`config.mk`:
```
export PLATFORM = sky130hd
export DESIGN_NAME = wallace_mult_arbiter_8
export DESIGN_NICKNAME = d
export VERILOG_FILES = /design/src/rtl/wallace_mult_arbiter_8.sv
export SDC_FILE = /design/constraint.sdc
export NUM_CORES = 1
export LEC_CHECK = 0
export CORE_AREA = 2 2 134 136
export DETAILED_ROUTE_END_ITERATION = 10
export DIE_AREA = 0 0 136 138
export PLACE_DENSITY_LB_ADDON = 0.05
export SKIP_LAST_GASP = 1
export SLEW_MARGIN = 20
export SYNTH_ARGS = -nofsm -noshare
export SYNTH_HDL_FRONTEND = slang
export SYNTH_SLANG_ARGS = --single-unit
```
`constraint.sdc`:
```
create_clock -name clk -period 9.1 [get_ports clk]
set_clock_uncertainty 0.05 [all_clocks]
set_input_delay 0.91 -clock clk [delete_from_list [all_inputs] [get_ports clk]]
set_output_delay 0.91 -clock clk [all_outputs]
set_load 0.005 [all_outputs]
```
`src/rtl/wallace_mult_arbiter_8.sv`:
```
// Shared 8x8 unsigned multiplier behind a 4-way round-robin arbiter.
// The operands are captured in stage 1. The product is registered in stage 2.
// Stage 2 is released by a ready/valid handshake.
module wallace_unsigned_multiplier_CLA_8 (
  output logic [15:0] product,
  input  logic [7:0]  A,
  input  logic [7:0]  B
);
  logic [15:0] pp [8];
  logic [15:0] l1 [6];
  logic [15:0] l2 [4];
  logic [15:0] l3 [3];
  logic [15:0] fs, fc, g, p;
  logic [15:0] cy;

  function automatic logic [15:0] csa_s(input logic [15:0] x, y, z);
    return x ^ y ^ z;
  endfunction

  // The carry out of bit 15 has weight 2^16. A product of two 8-bit operands
  // never reaches 2^16, so that carry is always zero and can be dropped.
  function automatic logic [15:0] csa_c(input logic [15:0] x, y, z);
    return ((x & y) | (x & z) | (y & z)) << 1;
  endfunction

  // Build the partial products, then reduce them in a Wallace tree (8 -> 6 -> 4 -> 3 -> 2 rows).
  always_comb begin
    for (int i = 0; i < 8; i++)
      pp[i] = B[i] ? ({8'b0, A} << i) : 16'b0;
    l1[0] = csa_s(pp[0], pp[1], pp[2]);
    l1[1] = csa_c(pp[0], pp[1], pp[2]);
    l1[2] = csa_s(pp[3], pp[4], pp[5]);
    l1[3] = csa_c(pp[3], pp[4], pp[5]);
    l1[4] = pp[6];
    l1[5] = pp[7];
    l2[0] = csa_s(l1[0], l1[1], l1[2]);
    l2[1] = csa_c(l1[0], l1[1], l1[2]);
    l2[2] = csa_s(l1[3], l1[4], l1[5]);
    l2[3] = csa_c(l1[3], l1[4], l1[5]);
    l3[0] = csa_s(l2[0], l2[1], l2[2]);
    l3[1] = csa_c(l2[0], l2[1], l2[2]);
    l3[2] = l2[3];
    fs = csa_s(l3[0], l3[1], l3[2]);
    fc = csa_c(l3[0], l3[1], l3[2]);
  end

  // Final carry-propagate adder, written as generate/propagate terms with a carry recurrence.
  always_comb begin
    g = fs & fc;
    p = fs ^ fc;
    cy = 16'b0;
    for (int i = 0; i < 15; i++)
      cy[i+1] = g[i] | (p[i] & cy[i]);
    product = p ^ cy;
  end
endmodule

module wallace_mult_arbiter_8 #(
  parameter int NREQ  = 4,
  parameter int WIDTH = 8
) (
  input  logic                    clk,
  input  logic                    rst,
  input  logic [NREQ-1:0]         req,
  input  logic [NREQ*WIDTH-1:0]   a_in,
  input  logic [NREQ*WIDTH-1:0]   b_in,
  output logic [NREQ-1:0]         gnt,
  output logic                    res_valid,
  input  logic                    res_ready,
  output logic [2*WIDTH-1:0]      res_product,
  output logic [1:0]              res_id,
  output logic                    busy
);
  logic             op_valid;
  logic [WIDTH-1:0] op_a, op_b;
  logic [1:0]       op_id;
  logic [1:0]       ptr;
  logic [1:0]       gnt_idx;
  logic [1:0]       idx;
  logic             found;
  logic             s1_accept, s2_accept, grant_any;
  logic [2*WIDTH-1:0] mult_p;

  wallace_unsigned_multiplier_CLA_8 u_mult (
    .product (mult_p),
    .A       (op_a),
    .B       (op_b)
  );

  // Pipeline handshake: stage 2 drains on ready; stage 1 moves when stage 2 can take its content.
  always_comb begin
    s2_accept = !res_valid || res_ready;
    s1_accept = !op_valid || s2_accept;
    busy      = op_valid || res_valid;
    grant_any = |gnt;
  end

  // Round-robin pick: scan upward from ptr; the first requester found wins. No grant while in reset.
  always_comb begin
    gnt     = '0;
    gnt_idx = ptr;
    idx     = ptr;
    found   = 1'b0;
    if (!rst && s1_accept) begin
      for (int k = 0; k < NREQ; k++) begin
        idx = ptr + 2'(k);
        if (req[idx] && !found) begin
          found        = 1'b1;
          gnt[idx]     = 1'b1;
          gnt_idx      = idx;
        end
      end
    end
  end

  // Stage 1: capture the granted operands and advance the round-robin pointer.
  always_ff @(posedge clk or posedge rst) begin
    if (rst) begin
      op_valid <= 1'b0;
      op_a     <= '0;
      op_b     <= '0;
      op_id    <= '0;
      ptr      <= '0;
    end else begin
      if (s1_accept)
        op_valid <= grant_any;
      if (grant_any) begin
        op_a  <= a_in[gnt_idx*WIDTH +: WIDTH];
        op_b  <= b_in[gnt_idx*WIDTH +: WIDTH];
        op_id <= gnt_idx;
        ptr   <= gnt_idx + 2'd1;
      end
    end
  end

  // Stage 2: register the product. It holds while the downstream is stalled.
  always_ff @(posedge clk or posedge rst) begin
    if (rst) begin
      res_valid   <= 1'b0;
      res_product <= '0;
      res_id      <= '0;
    end else if (s2_accept) begin
      res_valid <= op_valid;
      if (op_valid) begin
        res_product <= mult_p;
        res_id      <= op_id;
      end
    end
  end
endmodule

```
==> impl_metrics.json <==
{
  "slew_violations": 0,
  "ys_types": 36,
  "slew_headroom": 0.379,
  "ys_seq_area_frac": 0.244,
  "synth-seq-cells": 40,
  "routed_wl_mm": 10.1,
  "crit_top_cell": "fa_1",
  "syn2layout_area_growth_pct": 32.8,
  "h-tree-depth": 2,
  "cts_buffer_depth": 2,
  "muxShareOfSynthArea": 0.215,
  "cts.root.buffer_cell": "clkbuf_16",
  "antenna_found_initial": 0,
  "drc": 0,
  "slowest_stage": "fa_1",
  "synth_flop_cell": "dfrtp_1",
  "maxCapViolations": 0,
  "fin_setup_tns_ns": 0,
  "cts_resized": 0,
  "hold_buffers": 0,
  "setup_ws_ns": 2.31,
  "layout_common_cells": "clkdlybuf4s50_1, inv_1, fa_1, nand2_1, dfrtp_1",
  "finalCritPeriodShare": 0.746,
  "viasPerCell": 4.22,
  "crit_family": "adder cells",
  "status": "complete, no violations",
  "rows": 49,
  "final_cell_area_mm2": 0.00545,
  "cts_buffers": 5,
  "tritoncts": "yes",
  "cp_num_cells": 17,
  "hold_viol": 0,
  "dp_slack_ns": 2.25,
  "start_util": 0.234,
  "period_needed_ns": 6.79,
  "ioPinCount": 95,
  "path_clk_slew_ns": 0.06,
  "required_ns": 9.23,
  "crit_end": "res_product[14]$_DFFE_PP0P_",
  "finalNetCount": 584,
  "rsz0062_at_grt": "no",
  "post_drt_wl_per_cell_um": 15.1,
  "synthSimpleGateAreaFrac": 0.114,
  "max_freq_ghz": 0.147,
  "dpl_cell_area_mm2": 0.00528,
  "synthArstFlopShare": 1.00,
  "dr.pass1.iters": 4,
  "antenna_left": 0,
  "yosysWarnings": 0,
  "critical_path_class": "register to register",
  "drive_above_1_share": 0.151,
  "rrSetupSlack_ns": 2.31,
  "netlist_instances": 353,
  "overflow": 0,
  "syn_nets": 495,
  "r2r_cells": 17,
  "finalWeightedCongestion": 0.758,
  "die_y_um": 138,
  "nFillCells": 1828,
  "synth_top_family_by_area": "adder cells",
  "grt_max_degree": 42,
  "avgSynthCellArea_um2": 11.6,
  "crit_fanout": 9,
  "clock-sinks": 40,
  "syn_area_mm2": 0.00410,
  "end_kind": "register",
  "max_stage_delay_ns": 0.54,
  "track_usage": 0.115,
  "io_buffers": 94,
  "crit_arrival_ns": 6.92,
  "worst-path-buf-inv": 1,
  "worst_slew_pin_slew_ns": 0.929,
  "drtIter0Drc": 65,
  "worst_setup_path_start_kind": "register",
  "die_w_um": 136,
  "cts_setup_buffers": 0,
  "synth_xor_area_frac": 0.0104,
  "clkLatencyLatePin_ns": 0.29,
  "path_cells": "nand2_1, fa_1, fa_1, fa_1, inv_1, ha_1, ha_1, fa_1, fa_1, fa_1, fa_1, fa_1, fa_1, fa_1, fa_1, fa_1, mux2_2",
  "vias": 2834,
  "reg2reg_from": "op_a[5]$_DFFE_PP0P_",
  "synth-compound-area-share": 0.0509,
  "die_area_mm2": 0.0188,
  "synth_edf_count": 0,
  "grt_pass1_vias": 3150,
  "crit_path_start": "op_a[5]$_DFFE_PP0P_",
  "grt_pass1_wl_mm": 16.7,
  "synth_adder_area_share": 0.303,
  "setup_violations": 0,
  "hp-class": "register to register",
  "coreArea_mm2": 0.0175,
  "antenna_cells": 0,
  "r2r_end": "res_product[14]$_DFFE_PP0P_",
  "layout_commonest_cell": "clkdlybuf4s50_1",
  "dp.final_hpwl_mm": 8.20
}
[worst reg2reg max path, stage by stage (launching register included)]
cell     delay (ns)
dfrtp_1        0.50
nand2_1        0.14
fa_1           0.52
fa_1           0.53
fa_1           0.54
inv_1          0.04
ha_1           0.28
ha_1           0.21
fa_1           0.40
fa_1           0.40
fa_1           0.40
fa_1           0.41
fa_1           0.40
fa_1           0.39
fa_1           0.39
fa_1           0.39
fa_1           0.43
mux2_2         0.26
[cell type report]
type                       count  area (µm²)  share of cell area
inverter                      49         184              0.0338
clock inverter                 3        42.5             0.00781
clock buffer                   5         125              0.0230
multi-input combinational    249        2850               0.522
sequential                    40        1000               0.184
timing repair buffer          97         963               0.177
tap                          229         287              0.0526
[sequential cells by signal (all words and copies together) (netlist names)]
register     cells
op_valid         1
op_id            2
ptr              2
op_a             8
res_valid        1
res_product     16
op_b             8
res_id           2
[synthesized netlist by cell type (3+ instances only)]
master	count	area [µm²]
mux2i_1	4	40.0
ha_1	24	300
mux4_2	15	338
and2_1	33	206
nand3b_1	5	37.5
a221o_1	4	40.0
buf_2	3	15.0
a21oi_1	8	40.0
fa_1	47	941
mux2_2	33	372
nor2_1	3	11.3
inv_1	49	184
nand2_1	42	158
mux4_1	5	131
clkbuf_1	9	33.8
dfrtp_1	40	1000
nand2b_1	3	18.8
o21ai_0	4	20.0
[worst min path at each step]
stage                                from                    endpoint  depth (start not counted)
4_1_cts             res_id[0]$_DFFE_PP0P_       res_id[0]$_DFFE_PP0P_                          2
2_1_floorplan       res_id[0]$_DFFE_PP0P_       res_id[0]$_DFFE_PP0P_                          2
3_5_place_dp        res_id[0]$_DFFE_PP0P_       res_id[0]$_DFFE_PP0P_                          2
3_3_place_gp        res_id[0]$_DFFE_PP0P_       res_id[0]$_DFFE_PP0P_                          2
5_1_grt        res_product[8]$_DFFE_PP0P_  res_product[8]$_DFFE_PP0P_                          1
6_report            res_id[0]$_DFFE_PP0P_       res_id[0]$_DFFE_PP0P_                          2
[per-stage QoR]
step                      cells  hold WS (ns)  utilization
after floorplan             353         0.423            -
after global placement      664         0.430        0.301
after detailed placement    664         0.429        0.301
after CTS                   672         0.450        0.311
after global routing        672         0.472        0.311
final                       672         0.443        0.311
[cells by family (layout without fill, tap and decap cells)]
family                   Yosys count  count (layout)
XOR/XNOR                           4               4
adder cells (fa/ha/maj)           71              71
multiplexers                      57              57
buffers and inverters             64             154
AND/OR/NAND/NOR                   92              92
flip-flops                        40              40
AO/OA/AOI/OAI                     25              25
[metal layers]
| layer | vias up | track usage | wire [µm] |
|---|---|---|---|
| met5 | - | 0 | 0 |
| met3 | 7 | 0.0282 | 455 |
| li1 | 1353 | - | - |
| met2 | 59 | 0.180 | 4650 |
| met4 | 0 | 0.0296 | 119 |
| met1 | 1415 | 0.159 | 4900 |
Power is left out: the tool's default activity adds up to more than one toggle a clock period on the data nets, which glitch-free logic cannot reach.
==> variant 1 (same flow settings) <==
The parameter `NREQ` goes from 4 to 6.
--- a/src/rtl/wallace_mult_arbiter_8.sv
+++ b/src/rtl/wallace_mult_arbiter_8.sv
@@ -57,5 +57,5 @@
 
 module wallace_mult_arbiter_8 #(
-  parameter int NREQ  = 4,
+  parameter int NREQ  = 6,
   parameter int WIDTH = 8
 ) (
Ports: changed (resized a_in, b_in, gnt and req); port bits go from 95 to 131. No check against the original RTL was run, so the function may have changed too.
==> variant 1 against the unedited design <==
Area after synthesis down 0.79%; setup slack worse by 16 ps; first-iteration DRC count down 3.1%; sequential cell count unchanged; design area down 1.3%; routed wire length down 1.2%; global-route usage about the same; critical path type unchanged; critical endpoint unchanged.
Power is left out: the tool's default activity adds up to more than one toggle a clock period on the data nets, which glitch-free logic cannot reach.
==> variant 1: results (changes against the unedited design) <==
logic_synthesis:
  ys_warn_count: 0  # unchanged
  syn_avg_cell_area_sq_um: 11.27  # -3.0%
  synth_cell_types: 38  # +5.6%
  synth_commonest_cells: "nand2_1 (50), fa_1 (47), inv_1 (45)"
  yosys-top-cells-area: "dfrtp_1 (25%), fa_1 (23%), mux2_2 (9.1%)"
layout:
  drive_above_1_share: 0.1298  # -0.02149
critical_path:
  timing.rr.start: "op_a[3]"
global_route:
  grt_use_met2: 0.1933  # +0.01322
  met3_usage: 0.02567  # -0.002567
  antenna_found_initial: 0  # unchanged
  use_met1: 0.1453  # -0.01339
  grt_pass1_vias: 3202  # +1.7%
  grt_pass1_wl_mm: 16.75  # +0.25%
  grt_use_total: 0.1149  # about the same
  grt_start_max_net_pins: 41  # -2.4%
drt:
  route.met2.wl_mm: 4.937  # +6.1%
  via_count: 2890  # +2.0%
  vias_per_cell: 4.275  # +1.4%
  routed_wl_mm: 10.01  # -1.2%
  drtIter0Drc: 63  # -3.1%
  met3WireLength_microns: 378  # -17%
  wl_met1_mm: 4.502  # -8.1%
placed_design:
  post-place-ws_ps: 2209  # -37.33 ps
  post-place-cells: 668  # +0.60%
  gp_congestion: 0.7334  # -3.2%
  dpl_cell_area_sq_um: 5230  # -0.97%
cts:
  cts_setup_buffers: 0  # unchanged
sta:
  period_needed_ps: 6806  # +15.97 ps
  hold-worst-slack_ps: 436.7  # -6.478 ps
  worst_pin_slew_ps: 957.4  # +28.30 ps
hold_path:
  hp-start: "res_product[0]"
run_status:
  status: "completed"
==> variant 1: cell families after synthesis <==
group | count (synthesis) | synth area share
muxes | 57 | 0.2140
and+or+nand+nor | 105 | 0.1291
DFF | 40 | 0.2459
AOI/OAI and AO/OA | 23 | 0.03781
other | 1 | 0.0009213
buffers and inverters | 65 | 0.06855
adders and majority gates | 67 | 0.2927
xor gates and xnor gates | 3 | 0.01107
==> variant 1: critical path, cell delays in order, from the launching register on <==
cell and delay [ps]:
dfrtp_1 520, nand2_1 130, fa_1 580, fa_1 450, fa_1 540, inv_1 40, ha_1 280, ha_1 210
fa_1 390, fa_1 410, fa_1 400, fa_1 400, fa_1 390, fa_1 400, fa_1 390, fa_1 390
fa_1 440, mux2_2 270
==> variant 1: cell type report <==
cell class,count,area (sq um)
Fill cell,1823,12160
Multi-Input combinational cell,257,2803
Sequential cell,40,1001
Timing Repair Buffer,97,970.9
Tap cell,229,286.5
Inverter,45,168.9
Clock buffer,6,138.9
Clock inverter,2,10.01
==> variant 2 (config.mk and constraints unchanged) <==
Made on the original files. Make the reset (`rst`) synchronous in 2 clocked blocks.
--- a/src/rtl/wallace_mult_arbiter_8.sv
+++ b/src/rtl/wallace_mult_arbiter_8.sv
@@ -115,5 +115,5 @@
 
   // Stage 1: capture the granted operands and advance the round-robin pointer.
-  always_ff @(posedge clk or posedge rst) begin
+  always_ff @(posedge clk) begin
     if (rst) begin
       op_valid <= 1'b0;
@@ -135,5 +135,5 @@
 
   // Stage 2: register the product. It holds while the downstream is stalled.
-  always_ff @(posedge clk or posedge rst) begin
+  always_ff @(posedge clk) begin
     if (rst) begin
       res_valid   <= 1'b0;
Check against the original RTL: not equivalent (a bounded check fails within 4 cycles, from zero or initial values and one cycle with rst high; the reset may be asserted at any time).
==> variant 2 against the unedited design <==
Design area is 0.30% lower; synthesized cell count is 28% higher; sequential cell count stayed put; routed wire length up 4.0%; setup slack better by 3.3 ps; count of clock-buffer cells in the layout unchanged; area after synthesis increased by 2.1%.
==> variant 2: results (changes against the unedited design) <==
placed_design:
  gp_congestion: 0.7909  # +4.4%
  dpl.hpwl_mm: 8.496  # +3.6%
  post-place-ws_ps: 2324  # +77.63 ps
cts:
  clock_path_buffers: 2  # unchanged
  cts_resized: 0  # unchanged
  cts_setup_buffers: 0  # unchanged
layout:
  num-nets-final: 671  # +15%
  drive_above_1_share: 0.04151  # -0.1097
  fillers: 1864  # +2.0%
logic_synthesis:
  synth_cell_types: 43  # +19%
  syn_nets: 594  # +20%
  syn_avg_cell_area_sq_um: 9.250  # -20%
  yosys-top-cells-area: "fa_1 (22%), dfxtp_1 (19%), mux2i_1 (12%)"
  ys_seq_area_frac: 0.1911  # -0.05288
  synthFlopType: "dfxtp_1"
  synth_commonest_cells: "nand2_1 (66), mux2i_1 (51), inv_1 (50)"
drt:
  drtIter0Drc: 131  # +100%
  via_count: 3231  # +14%
global_route:
  grt_use_total: 0.1149  # about the same
  grt_pass1_vias: 3320  # +5.4%
  grt_pass1_wl_mm: 17.10  # +2.3%
critical_path:
  arrival_ps: 6940  # +20 ps
  slowest_stage: "fa_1"
sta:
  worst_pin_slew_ps: 990.8  # +61.73 ps
run_status:
  status: "completed"
## variant 2: per-stage QoR
stage	hold slack (ps)	instances
after floorplan	381.2	453
after global placement	392.9	752
after detailed placement	397.5	752
after CTS	406.1	759
after global routing	422.9	759
final	399.3	759
## variant 2: logic make-up (layout without fill, tap and decap cells)
| family | count (synthesis) | in the layout | synth area share |
|---|---|---|---|
| muxes | 55 | 55 | 0.1415 |
| xor gates and xnor gates | 4 | 4 | 0.01284 |
| DFF | 40 | 40 | 0.1911 |
| and+or+nand+nor | 147 | 147 | 0.1836 |
| adders and majority gates | 70 | 70 | 0.2932 |
| buffers and inverters | 77 | 154 | 0.08211 |
| AOI/OAI and AO/OA | 60 | 60 | 0.09555 |
## variant 2: routing by layer
metal	GRT usage	wire [microns]	up-vias	part of all wire
met5	0	0	-	0
met4	0.03289	144	0	0.014
met3	0.02347	518	8	0.049
met2	0.1764	4589	88	0.44
met1	0.1629	5285	1509	0.50
li1	-	-	1626	-
## variant 2: final timing paths
check / to / slack (ps) / start / depth (start not counted)
setup / recovery: res_product[15] / 2310 / op_a[5] / 18
hold / removal: res_product[10] / 400 / res_product[10] / 2
setup reg to reg: res_product[15] / 2310 / op_a[5] / 18
hold reg to reg: res_product[10] / 400 / res_product[10] / 2
## variant 2: final cells by class
cell class / instances / area [sq um] / share of cell area
clock buffer: 5 / 125.1 / 0.02303
clock inverter: 2 / 12.51 / 0.002303
inverter: 50 / 187.7 / 0.03455
multi-input combinational: 336 / 3057 / 0.5626
sequential: 40 / 800.8 / 0.1474
tap: 229 / 286.5 / 0.05274
timing repair buffer: 97 / 963.4 / 0.1773
## variant 2: power breakdown
part	internal [mW]	switching, mW
clock	0.0997	0.0754
combinational	0.614	0.693
sequential	0.247	0.111
total	0.960	0.880
